===== config.mk =====
export PLATFORM = sky130hd
export DESIGN_NAME = mem_access_unit_flat
export DESIGN_NICKNAME = d
export VERILOG_FILES = /design/src/rtl/mem_access_if.sv /design/src/rtl/mem_access_unit.sv /design/src/flat_wrapper.sv
export SDC_FILE = /design/constraint.sdc
export NUM_CORES = 1
export LEC_CHECK = 0
export CELL_PAD_IN_SITES_DETAIL_PLACEMENT = 0
export CELL_PAD_IN_SITES_GLOBAL_PLACEMENT = 1
export CORE_UTILIZATION = 18
export DETAILED_ROUTE_END_ITERATION = 6
export PLACE_DENSITY = 0.93
export SLEW_MARGIN = 20
export SYNTH_ARGS = -nofsm -noshare
export SYNTH_HDL_FRONTEND = slang
export SYNTH_SLANG_ARGS = --single-unit

===== constraint.sdc =====
create_clock -name clk -period 5.45 [get_ports clk]
set_input_delay 0.8175 -clock clk [delete_from_list [all_inputs] [get_ports clk]]
set_output_delay 0.8175 -clock clk [all_outputs]
set_load 0.02 [all_outputs]

===== src/rtl/mem_access_if.sv =====
// Memory-stage bus: pipeline-side requests, memory port, and write-back results.
// slave is the access unit; master is whoever drives the stage and models the memory.
interface mem_access_if #(
  parameter int ADDR_W = 11
);
  logic              valid_in;
  logic [2:0]        op;
  logic              is_rti;
  logic [31:0]       ea;
  logic [31:0]       wdata;
  logic [31:0]       pc_in;
  logic [3:0]        flags_in;
  logic [31:0]       Read_Data;
  logic [31:0]       Address;
  logic [31:0]       Write_Data;
  logic              MW;
  logic              MR;
  logic [31:0]       rdata_out;
  logic [31:0]       pc_out;
  logic              pc_load;
  logic [3:0]        flags_out;
  logic              flags_load;
  logic              busy;
  logic [ADDR_W-1:0] sp_out;
  logic              stack_err;

  modport slave (
    input  valid_in, op, is_rti, ea, wdata, pc_in, flags_in, Read_Data,
    output Address, Write_Data, MW, MR, rdata_out, pc_out, pc_load,
           flags_out, flags_load, busy, sp_out, stack_err
  );

  modport master (
    output valid_in, op, is_rti, ea, wdata, pc_in, flags_in, Read_Data,
    input  Address, Write_Data, MW, MR, rdata_out, pc_out, pc_load,
           flags_out, flags_load, busy, sp_out, stack_err
  );
endinterface


===== src/rtl/mem_access_unit.sv =====
// Memory-stage control: LDD/STD decode, stack pointer ownership, and the
// two-cycle interrupt entry/return sequences in front of the 2K x 16 data memory.
module mem_access_unit #(
  parameter int                ADDR_W   = 11,
  parameter logic [ADDR_W-1:0] SP_RESET = 11'h7FE
) (
  input logic         clk,
  input logic         rst_n,
  mem_access_if.slave bus
);

  localparam logic [2:0] OP_LDD  = 3'd1;
  localparam logic [2:0] OP_STD  = 3'd2;
  localparam logic [2:0] OP_PUSH = 3'd3;
  localparam logic [2:0] OP_POP  = 3'd4;
  localparam logic [2:0] OP_CALL = 3'd5;
  localparam logic [2:0] OP_RET  = 3'd6;
  localparam logic [2:0] OP_INT  = 3'd7;

  typedef enum logic [1:0] {
    ST_IDLE = 2'd0,
    ST_INT2 = 2'd1,
    ST_RTI2 = 2'd2
  } state_t;

  state_t            state_q, state_d;
  logic [ADDR_W-1:0] sp_q, sp_d;
  logic [3:0]        flags_q, flags_d;

  logic              is_ldd, is_std;
  logic              do_push, do_pop;
  logic [31:0]       push_val;
  logic              ret_pc, rti_flags;
  logic              int_start, rti_start;
  logic [ADDR_W-1:0] sp_plus2, sp_minus2;

  logic [ADDR_W-1:0] addr_w;
  logic [31:0]       address, write_data, rdata_out, pc_out;
  logic              mw, mr, pc_load, flags_load, busy, stack_err;
  logic [3:0]        flags_out;

  assign sp_plus2  = sp_q + ADDR_W'(2);
  assign sp_minus2 = sp_q - ADDR_W'(2);

  always_ff @(posedge clk) begin
    if (!rst_n) begin
      state_q <= ST_IDLE;
      sp_q    <= SP_RESET;
      flags_q <= 4'd0;
    end else begin
      state_q <= state_d;
      sp_q    <= sp_d;
      flags_q <= flags_d;
    end
  end

  // Classify the cycle's access; the second half of INT/RTI ignores op/valid_in.
  always_comb begin
    is_ldd    = 1'b0;
    is_std    = 1'b0;
    do_push   = 1'b0;
    do_pop    = 1'b0;
    push_val  = 32'd0;
    ret_pc    = 1'b0;
    rti_flags = 1'b0;
    int_start = 1'b0;
    rti_start = 1'b0;
    unique case (state_q)
      ST_INT2: begin
        do_push  = 1'b1;
        push_val = {28'd0, flags_q};
      end
      ST_RTI2: begin
        do_pop = 1'b1;
        ret_pc = 1'b1;
      end
      default: begin
        if (bus.valid_in) begin
          unique case (bus.op)
            OP_LDD:  is_ldd = 1'b1;
            OP_STD:  is_std = 1'b1;
            OP_PUSH: begin
              do_push  = 1'b1;
              push_val = bus.wdata;
            end
            OP_POP:  do_pop = 1'b1;
            OP_CALL: begin
              do_push  = 1'b1;
              push_val = bus.pc_in;
            end
            OP_RET: begin
              do_pop = 1'b1;
              if (bus.is_rti) begin
                rti_flags = 1'b1;
                rti_start = 1'b1;
              end else begin
                ret_pc = 1'b1;
              end
            end
            OP_INT: begin
              do_push   = 1'b1;
              push_val  = bus.pc_in;
              int_start = 1'b1;
            end
            default: ;
          endcase
        end
      end
    endcase
  end

  always_comb begin
    state_d = ST_IDLE;
    if (int_start) begin
      state_d = ST_INT2;
    end else if (rti_start) begin
      state_d = ST_RTI2;
    end
  end

  always_comb begin
    sp_d    = sp_q;
    flags_d = flags_q;
    if (do_push) begin
      sp_d = sp_minus2;
    end else if (do_pop) begin
      sp_d = sp_plus2;
    end
    if (int_start) begin
      flags_d = bus.flags_in;
    end
  end

  // Everything is gated by rst_n so an aborted INT2/RTI2 cannot write memory.
  always_comb begin
    addr_w     = '0;
    address    = 32'd0;
    write_data = 32'd0;
    mw         = 1'b0;
    mr         = 1'b0;
    rdata_out  = 32'd0;
    pc_out     = 32'd0;
    pc_load    = 1'b0;
    flags_out  = 4'd0;
    flags_load = 1'b0;
    busy       = 1'b0;
    stack_err  = 1'b0;
    if (rst_n) begin
      if (is_ldd || is_std) begin
        addr_w = bus.ea[ADDR_W-1:0];
      end else if (do_push) begin
        addr_w = sp_q;
      end else if (do_pop) begin
        addr_w = sp_plus2;
      end
      address    = 32'(addr_w);
      mw         = is_std || do_push;
      mr         = is_ldd || do_pop;
      write_data = is_std ? bus.wdata : (do_push ? push_val : 32'd0);
      rdata_out  = mr ? bus.Read_Data : 32'd0;
      pc_load    = ret_pc;
      pc_out     = ret_pc ? bus.Read_Data : 32'd0;
      flags_load = rti_flags;
      flags_out  = rti_flags ? bus.Read_Data[3:0] : 4'd0;
      busy       = int_start || rti_start;
      stack_err  = (do_push && (sp_q == '0)) || (do_pop && (sp_q == SP_RESET));
    end
  end

  assign bus.Address    = address;
  assign bus.Write_Data = write_data;
  assign bus.MW         = mw;
  assign bus.MR         = mr;
  assign bus.rdata_out  = rdata_out;
  assign bus.pc_out     = pc_out;
  assign bus.pc_load    = pc_load;
  assign bus.flags_out  = flags_out;
  assign bus.flags_load = flags_load;
  assign bus.busy       = busy;
  assign bus.sp_out     = sp_q;
  assign bus.stack_err  = stack_err;

endmodule

===== src/flat_wrapper.sv =====
// flat-port wrapper written by rule: the top's interface ports become plain ports
module mem_access_unit_flat 
#(
  parameter int                ADDR_W   = 11,
  parameter logic [ADDR_W-1:0] SP_RESET = 11'h7FE
)
  (clk, rst_n, bus_valid_in, bus_op, bus_is_rti, bus_ea, bus_wdata, bus_pc_in, bus_flags_in, bus_Read_Data, bus_Address, bus_Write_Data, bus_MW, bus_MR, bus_rdata_out, bus_pc_out, bus_pc_load, bus_flags_out, bus_flags_load, bus_busy, bus_sp_out, bus_stack_err);
  mem_access_if #(.ADDR_W(ADDR_W)) bus_i ();
  input logic clk;
  input logic rst_n;
  input wire logic [$bits(bus_i.valid_in)-1:0] bus_valid_in;
  input wire logic [$bits(bus_i.op)-1:0] bus_op;
  input wire logic [$bits(bus_i.is_rti)-1:0] bus_is_rti;
  input wire logic [$bits(bus_i.ea)-1:0] bus_ea;
  input wire logic [$bits(bus_i.wdata)-1:0] bus_wdata;
  input wire logic [$bits(bus_i.pc_in)-1:0] bus_pc_in;
  input wire logic [$bits(bus_i.flags_in)-1:0] bus_flags_in;
  input wire logic [$bits(bus_i.Read_Data)-1:0] bus_Read_Data;
  output wire logic [$bits(bus_i.Address)-1:0] bus_Address;
  output wire logic [$bits(bus_i.Write_Data)-1:0] bus_Write_Data;
  output wire logic [$bits(bus_i.MW)-1:0] bus_MW;
  output wire logic [$bits(bus_i.MR)-1:0] bus_MR;
  output wire logic [$bits(bus_i.rdata_out)-1:0] bus_rdata_out;
  output wire logic [$bits(bus_i.pc_out)-1:0] bus_pc_out;
  output wire logic [$bits(bus_i.pc_load)-1:0] bus_pc_load;
  output wire logic [$bits(bus_i.flags_out)-1:0] bus_flags_out;
  output wire logic [$bits(bus_i.flags_load)-1:0] bus_flags_load;
  output wire logic [$bits(bus_i.busy)-1:0] bus_busy;
  output wire logic [$bits(bus_i.sp_out)-1:0] bus_sp_out;
  output wire logic [$bits(bus_i.stack_err)-1:0] bus_stack_err;
  assign bus_i.valid_in = bus_valid_in;
  assign bus_i.op = bus_op;
  assign bus_i.is_rti = bus_is_rti;
  assign bus_i.ea = bus_ea;
  assign bus_i.wdata = bus_wdata;
  assign bus_i.pc_in = bus_pc_in;
  assign bus_i.flags_in = bus_flags_in;
  assign bus_i.Read_Data = bus_Read_Data;
  assign bus_Address = bus_i.Address;
  assign bus_Write_Data = bus_i.Write_Data;
  assign bus_MW = bus_i.MW;
  assign bus_MR = bus_i.MR;
  assign bus_rdata_out = bus_i.rdata_out;
  assign bus_pc_out = bus_i.pc_out;
  assign bus_pc_load = bus_i.pc_load;
  assign bus_flags_out = bus_i.flags_out;
  assign bus_flags_load = bus_i.flags_load;
  assign bus_busy = bus_i.busy;
  assign bus_sp_out = bus_i.sp_out;
  assign bus_stack_err = bus_i.stack_err;
  mem_access_unit #(.ADDR_W(ADDR_W), .SP_RESET(SP_RESET)) u_core (.clk(clk), .rst_n(rst_n), .bus(bus_i));
endmodule

; ---- After elaboration in Yosys (flattened, before gate mapping)
; Index checks and enable logic that the tools add are counted.
[op_classes]
n_reduce_logical = 14
n_mux = 49
add_sub_neg = 2
n_bitwise = 1
n_eq_ne = 10
[ops]
columns = operator, count
row1 = $mux 32, 8
row2 = $pmux 32 s2, 2
row3 = $mux 11, 6
row4 = $mux 1, 27
row5 = $eq 3x3->1 const B, 4
row6 = $add 11x2->11 const B, 1
row7 = $eq 11x11->1 const B, 1
row8 = $logic_not 11->1, 1
row9 = $sub 11x2->11 const B, 1
row10 = $mux 4, 2
row11 = $reduce_or 2->1, 4
row12 = $eq 3x2->1 const B, 2
row13 = $pmux 1 s2, 3
row14 = $logic_or 1x1->1, 5
row15 = $eq 3x1->1 const B, 1
row16 = $reduce_or 3->1, 1
row17 = $eq 2x1->1 const B, 1
row18 = $eq 2x2->1 const B, 1
row19 = $logic_and 1x1->1, 2
row20 = $mux 2, 1
row21 = $reduce_bool 2->1, 1
row22 = $not 1->1, 1
[word_totals]
in_bits = 139
regBits = 17
word_cells = 80
out_inout_bits = 149

; ---- Depth between registers and ports, before layout
[depth]
ltp_word = 9
depth_mapped = 8
depth_no_buf = 7

; ---- Worst setup path after synthesis
; Ideal clock, no wire load.
[synth_path]
path_kind = in2out
startpoint = input bus_op[1]
endpoint = output bus_Address[6]
required_time_ps = 4633
arrival_time_ps = 2220
path_stages = 7
path_buffers = 2
slack_ps = 2412
path_cell_list = buf_2 > o2111ai_2 > o211ai_4 > buf_6 > nor4_1 > a221oi_1 > nor2_1
[synth_via]
elab_chain_len = 9
elab_cells_between_ends = 26
cone_classes = 7 x eq/ne / 16 x mux / 3 x reduce/logical
[synth_rtl]
columns = item, line
row1 = "start, declared", flat_wrapper.sv:12  ; input wire logic [$bits(bus_i.op)-1:0] bus_op;
row2 = $eq 3x3->1, mem_access_unit.sv:79  ; unique case (bus.op)
row3 = $reduce_or 2->1 (no line), -
row4 = $mux 1, mem_access_unit.sv:79
row5 = $mux 1, mem_access_unit.sv:78  ; if (bus.valid_in) begin
row6 = $pmux 1 s2, mem_access_unit.sv:68  ; unique case (state_q)
row7 = $mux 11, mem_access_unit.sv:153  ; end else if (do_pop) begin
row8 = $mux 11, mem_access_unit.sv:151  ; end else if (do_push) begin
row9 = $mux 11 (*), mem_access_unit.sv:149  ; if (is_ldd || is_std) begin
row10 = $mux 11 (*), mem_access_unit.sv:148  ; if (rst_n) begin
row11 = "end, declared", flat_wrapper.sv:19  ; output wire logic [$bits(bus_i.Address)-1:0] bus_Address;
; Mark *: on every way between the ends. The rest lies on a longest branch, timed or not.

; ---- Worst setup path in the final report
[layout_path]
startpoint = input bus_op[1]
endpoint = output bus_Write_Data[1]
[layout_via]
elab_chain_len = 8
elab_cells_between_ends = 18
cone_classes = 4 x eq/ne / 12 x mux / 2 x reduce/logical
[layout_rtl]
columns = item, line
row1 = $eq 3x3->1 or $eq 3x2->1 (tied branches), mem_access_unit.sv:79
row2 = $reduce_or 2->1 (no line) or $reduce_or 3->1 (tied branches), -
row3 = $pmux 32 s2 or $mux 1 (tied branches), mem_access_unit.sv:79
row4 = $mux 32 or $mux 1 (tied branches), mem_access_unit.sv:78
row5 = $pmux 32 s2 or $pmux 1 s2 (tied branches), mem_access_unit.sv:68
row6 = $mux 32, mem_access_unit.sv:159  ; write_data = is_std ? bus.wdata : (do_push ? push_val : 32'd0);
row7 = $mux 32 (*), mem_access_unit.sv:159
row8 = $mux 32 (*), mem_access_unit.sv:148
row9 = "end, declared", flat_wrapper.sv:20  ; output wire logic [$bits(bus_i.Write_Data)-1:0] bus_Write_Data;
; Marked as above.

==> results.md <==
* # DRC at 0
* Setup ws final at 1.11 ns
* WHS Path Cells at 2
* Worst hold path type: reg2reg
* Diode count at 0
* Clock slew at reported path FFs at 0.05 ns
* Post-synth EDFFs at 0
* Final setup viols at 0
* RSZ-0062 raised after global routing: false
* Clk_lat worst skew at 0.25 ns
* Final min period at 4.34 ns
* Nets@finish at 734
* Synth Register Bits at 16
* Grt total ovfl at 0
* Most numerous cell in the Yosys netlist: nor2_1
* Number of setup buffers added after CTS at 0
* Number of hold-repair buffers added at the cts stage at 0
* CTS sink count at 16
* Row cnt at 42
* Startpoint Class: input port
* Pleak at 1.95 nW
* Core area at 13200 um^2
* Synth area leaders: dfxtp_1 (13%), and2_1 (9.4%), and3_1 (8.7%)
* Worst slack, placed at 1.11 ns
* H-tree Lvls at 1
* Via count at 3481
* CTS tree: yes
* Post-synth top cells: nor2_1 (48), and2_1 (37), and3_1 (34)
* Max Cap Viol at 0
* First-pass GRT wire length at 17.4 mm
* P per Cell Area at 125 nW/um^2
* Critical path type: in2out
* CTS buffer count at 3
* Fin Hold WS at 0.462 ns
* Final Hold Viols at 0
* Dpl hpwl at 9.17 mm
* Max Slew Vio Count at 0
* Status: finished clean
* Initial Utilization at 18.5%
* Syn Inst Count at 369
* Count of cell types in the netlist at 54
* Area growth syn-to-layout at 104%
* Crit path top cell by count: clkdlybuf4s50_1
* Buffer type at the clock tree root: clkbuf_16
* Register area share after synthesis at 13.1%
* Final ANT Viol Nets at 0
* Slew at the pin closest to its max-slew limit at 0.685 ns
* Synth top area share at 13.1%
* WP data arrival at 3.52 ns
* Die H at 119 um
* Width of the die at 119 um
* Overall Global Routing Usage at 15.4%
* Vias per cell at 4.55
* Total wire length at 11.4 mm
* Asr flop ratio synth at 0%
* Ys flop type: dfxtp_1
* Highest clock rate at 0.230 GHz
* Detailed Routing Iterations Pass 1 at 5
* Crit-path cells: clkdlybuf4s50_1, o2111ai_2, nand2_2, o21ai_0, nor2_1, clkdlybuf4s50_1
* Antenna violations before repair at 0
* Layout Cells excl Fill at 765
* GPL Wtd Cong at 0.769
* Clock Tree Buf Depth at 2
* WL/cell at 14.9 um
* Required @ worst endpoint at 4.63 ns
* CP endpoint kind: primary output
* Share of layout cells above drive strength 1 at 4.41%
* Synth area leader: dfxtp_1
* Ports at 288
* Initial DRC count at 149
* Final worst-path cycle share at 79.7%
* Mean Syn Cell Area at 6.64 um^2
* Max-slew headroom at 53.8%
* Port bufs at 244
* CP max stage cell: clkdlybuf4s50_1
* Placed Cells at 761
* Post-Syn Area at 2450 um^2
* Final Skew at 0.00429 ns
* Ys Warns at 0
* Vias in the first global route at 3303
* Die ar. at 14100 um^2
* Post-cts gate resize count at 0
* Worst R2R Path Depth at 7
* Worst path max stage delay at 0.63 ns
* Pin count of the biggest net entering global routing at 41
* Max FO, Critical Path at 14
* VDD IR-drop max at 0.0000989 V
* Setup TNS at 0 ns
worst paths after layout:
| check | start | end | slack, ns |
|---|---|---|---|
| setup / recovery | bus_op[1] | bus_Write_Data[1] | 1.11 |
| hold / removal | u_core.flags_q[1] | u_core.flags_q[1] | 0.46 |
| setup reg to reg | u_core.state_q[0] | u_core.bus.sp_out[3] | 3.39 |
| hold reg to reg | u_core.flags_q[1] | u_core.flags_q[1] | 0.46 |
registers in the layout, summed over array words and instances (netlist names):
register,flops
u_core.bus.sp_out,10
u_core.flags_q,4
u_core.state_q,2
critical path: cells and delay by family:
| family | cells | cell delay [ns] |
|---|---|---|
| AOI/OAI and AO/OA | 2 | 1.11 |
| buffers and inverters | 2 | 1.20 |
| and+or+nand+nor | 2 | 0.39 |
layout by cell type (no fill, tap or decap), drive strengths merged, types with 2 or more instances in the layout:
| cell type | netlist | final |
|---|---|---|
| and4 | 2 | 2 |
| nor2b | 2 | 2 |
| a21o | 3 | 3 |
| nand4 | 2 | 2 |
| nor4 | 5 | 5 |
| a221oi | 3 | 3 |
| ha | 5 | 5 |
| nand2 | 25 | 25 |
| a222oi | 5 | 5 |
| nor2 | 49 | 49 |
| clkdlybuf4s50 | 0 | 244 |
| xnor2 | 5 | 5 |
| nand3 | 10 | 10 |
| a21oi | 16 | 16 |
| or2 | 3 | 3 |
| and3 | 34 | 34 |
| nor3b | 2 | 2 |
| nand2b | 2 | 2 |
| clkbuf | 19 | 4 |
| and2 | 38 | 38 |
| xor2 | 5 | 5 |
| or3 | 2 | 2 |
| o22ai | 3 | 3 |
| inv | 8 | 8 |
| o21ai | 15 | 15 |
| conb | 1 | 22 |
| dfxtp | 16 | 16 |
| a22oi | 28 | 28 |
| buf | 37 | 7 |
| a31oi | 4 | 4 |
| nor3 | 6 | 6 |
area by class of cell:
type / count / area, um^2
clock buffer: 4 / 88.8
multi-input combinational: 310 / 1860
timing repair buffer: 251 / 2490
tap: 176 / 220
sequential: 16 / 320
inverter: 8 / 30.0
fill: 1390 / 8230
metrics by stage:
stage | util (%) | total power [W] | instance area (um^2)
6_report | 37.8 | 0.000627 | 5010
5_1_grt | 37.8 | 0.000661 | 5010
4_1_cts | 37.8 | 0.000632 | 5010
3_5_place_dp | 37.2 | 0.000466 | 4920
3_3_place_gp | 37.2 | 0.000465 | 4920
2_1_floorplan | - | 0.000308 | 2530
power by group:
part	switching [W]	leakage [nW]	total [W]	internal, W
registers	0.0000159	0.130	0.000140	0.000124
clock network	0.0000524	0.0442	0.000164	0.000112
logic	0.000156	1.78	0.000323	0.000167
cells by family (layout without fill, tap and decap cells):
group                    count (synthesis)  count (layout)  synth area share [%]
flip-flops                              16              16                  13.1
AND/OR/NAND/NOR                        187             187                  41.1
buffers and inverters                   64             263                  14.8
adder cells (fa/ha/maj)                  5               5                  2.55
multiplexers                             1               1                 0.408
other                                    1              22                 0.153
AO/OA/AOI/OAI                           85              85                  24.3
XOR/XNOR                                10              10                  3.57
metal layers:
metal	vias up	part of all wire, %	track usage (%)
met4	0	0.85	3.48
met5	-	0	0
li1	1707	-	-
met2	195	50	28.2
met1	1573	40	18.1
met3	6	9.1	3.47
Note: power is estimated with default switching activity, not from simulation.
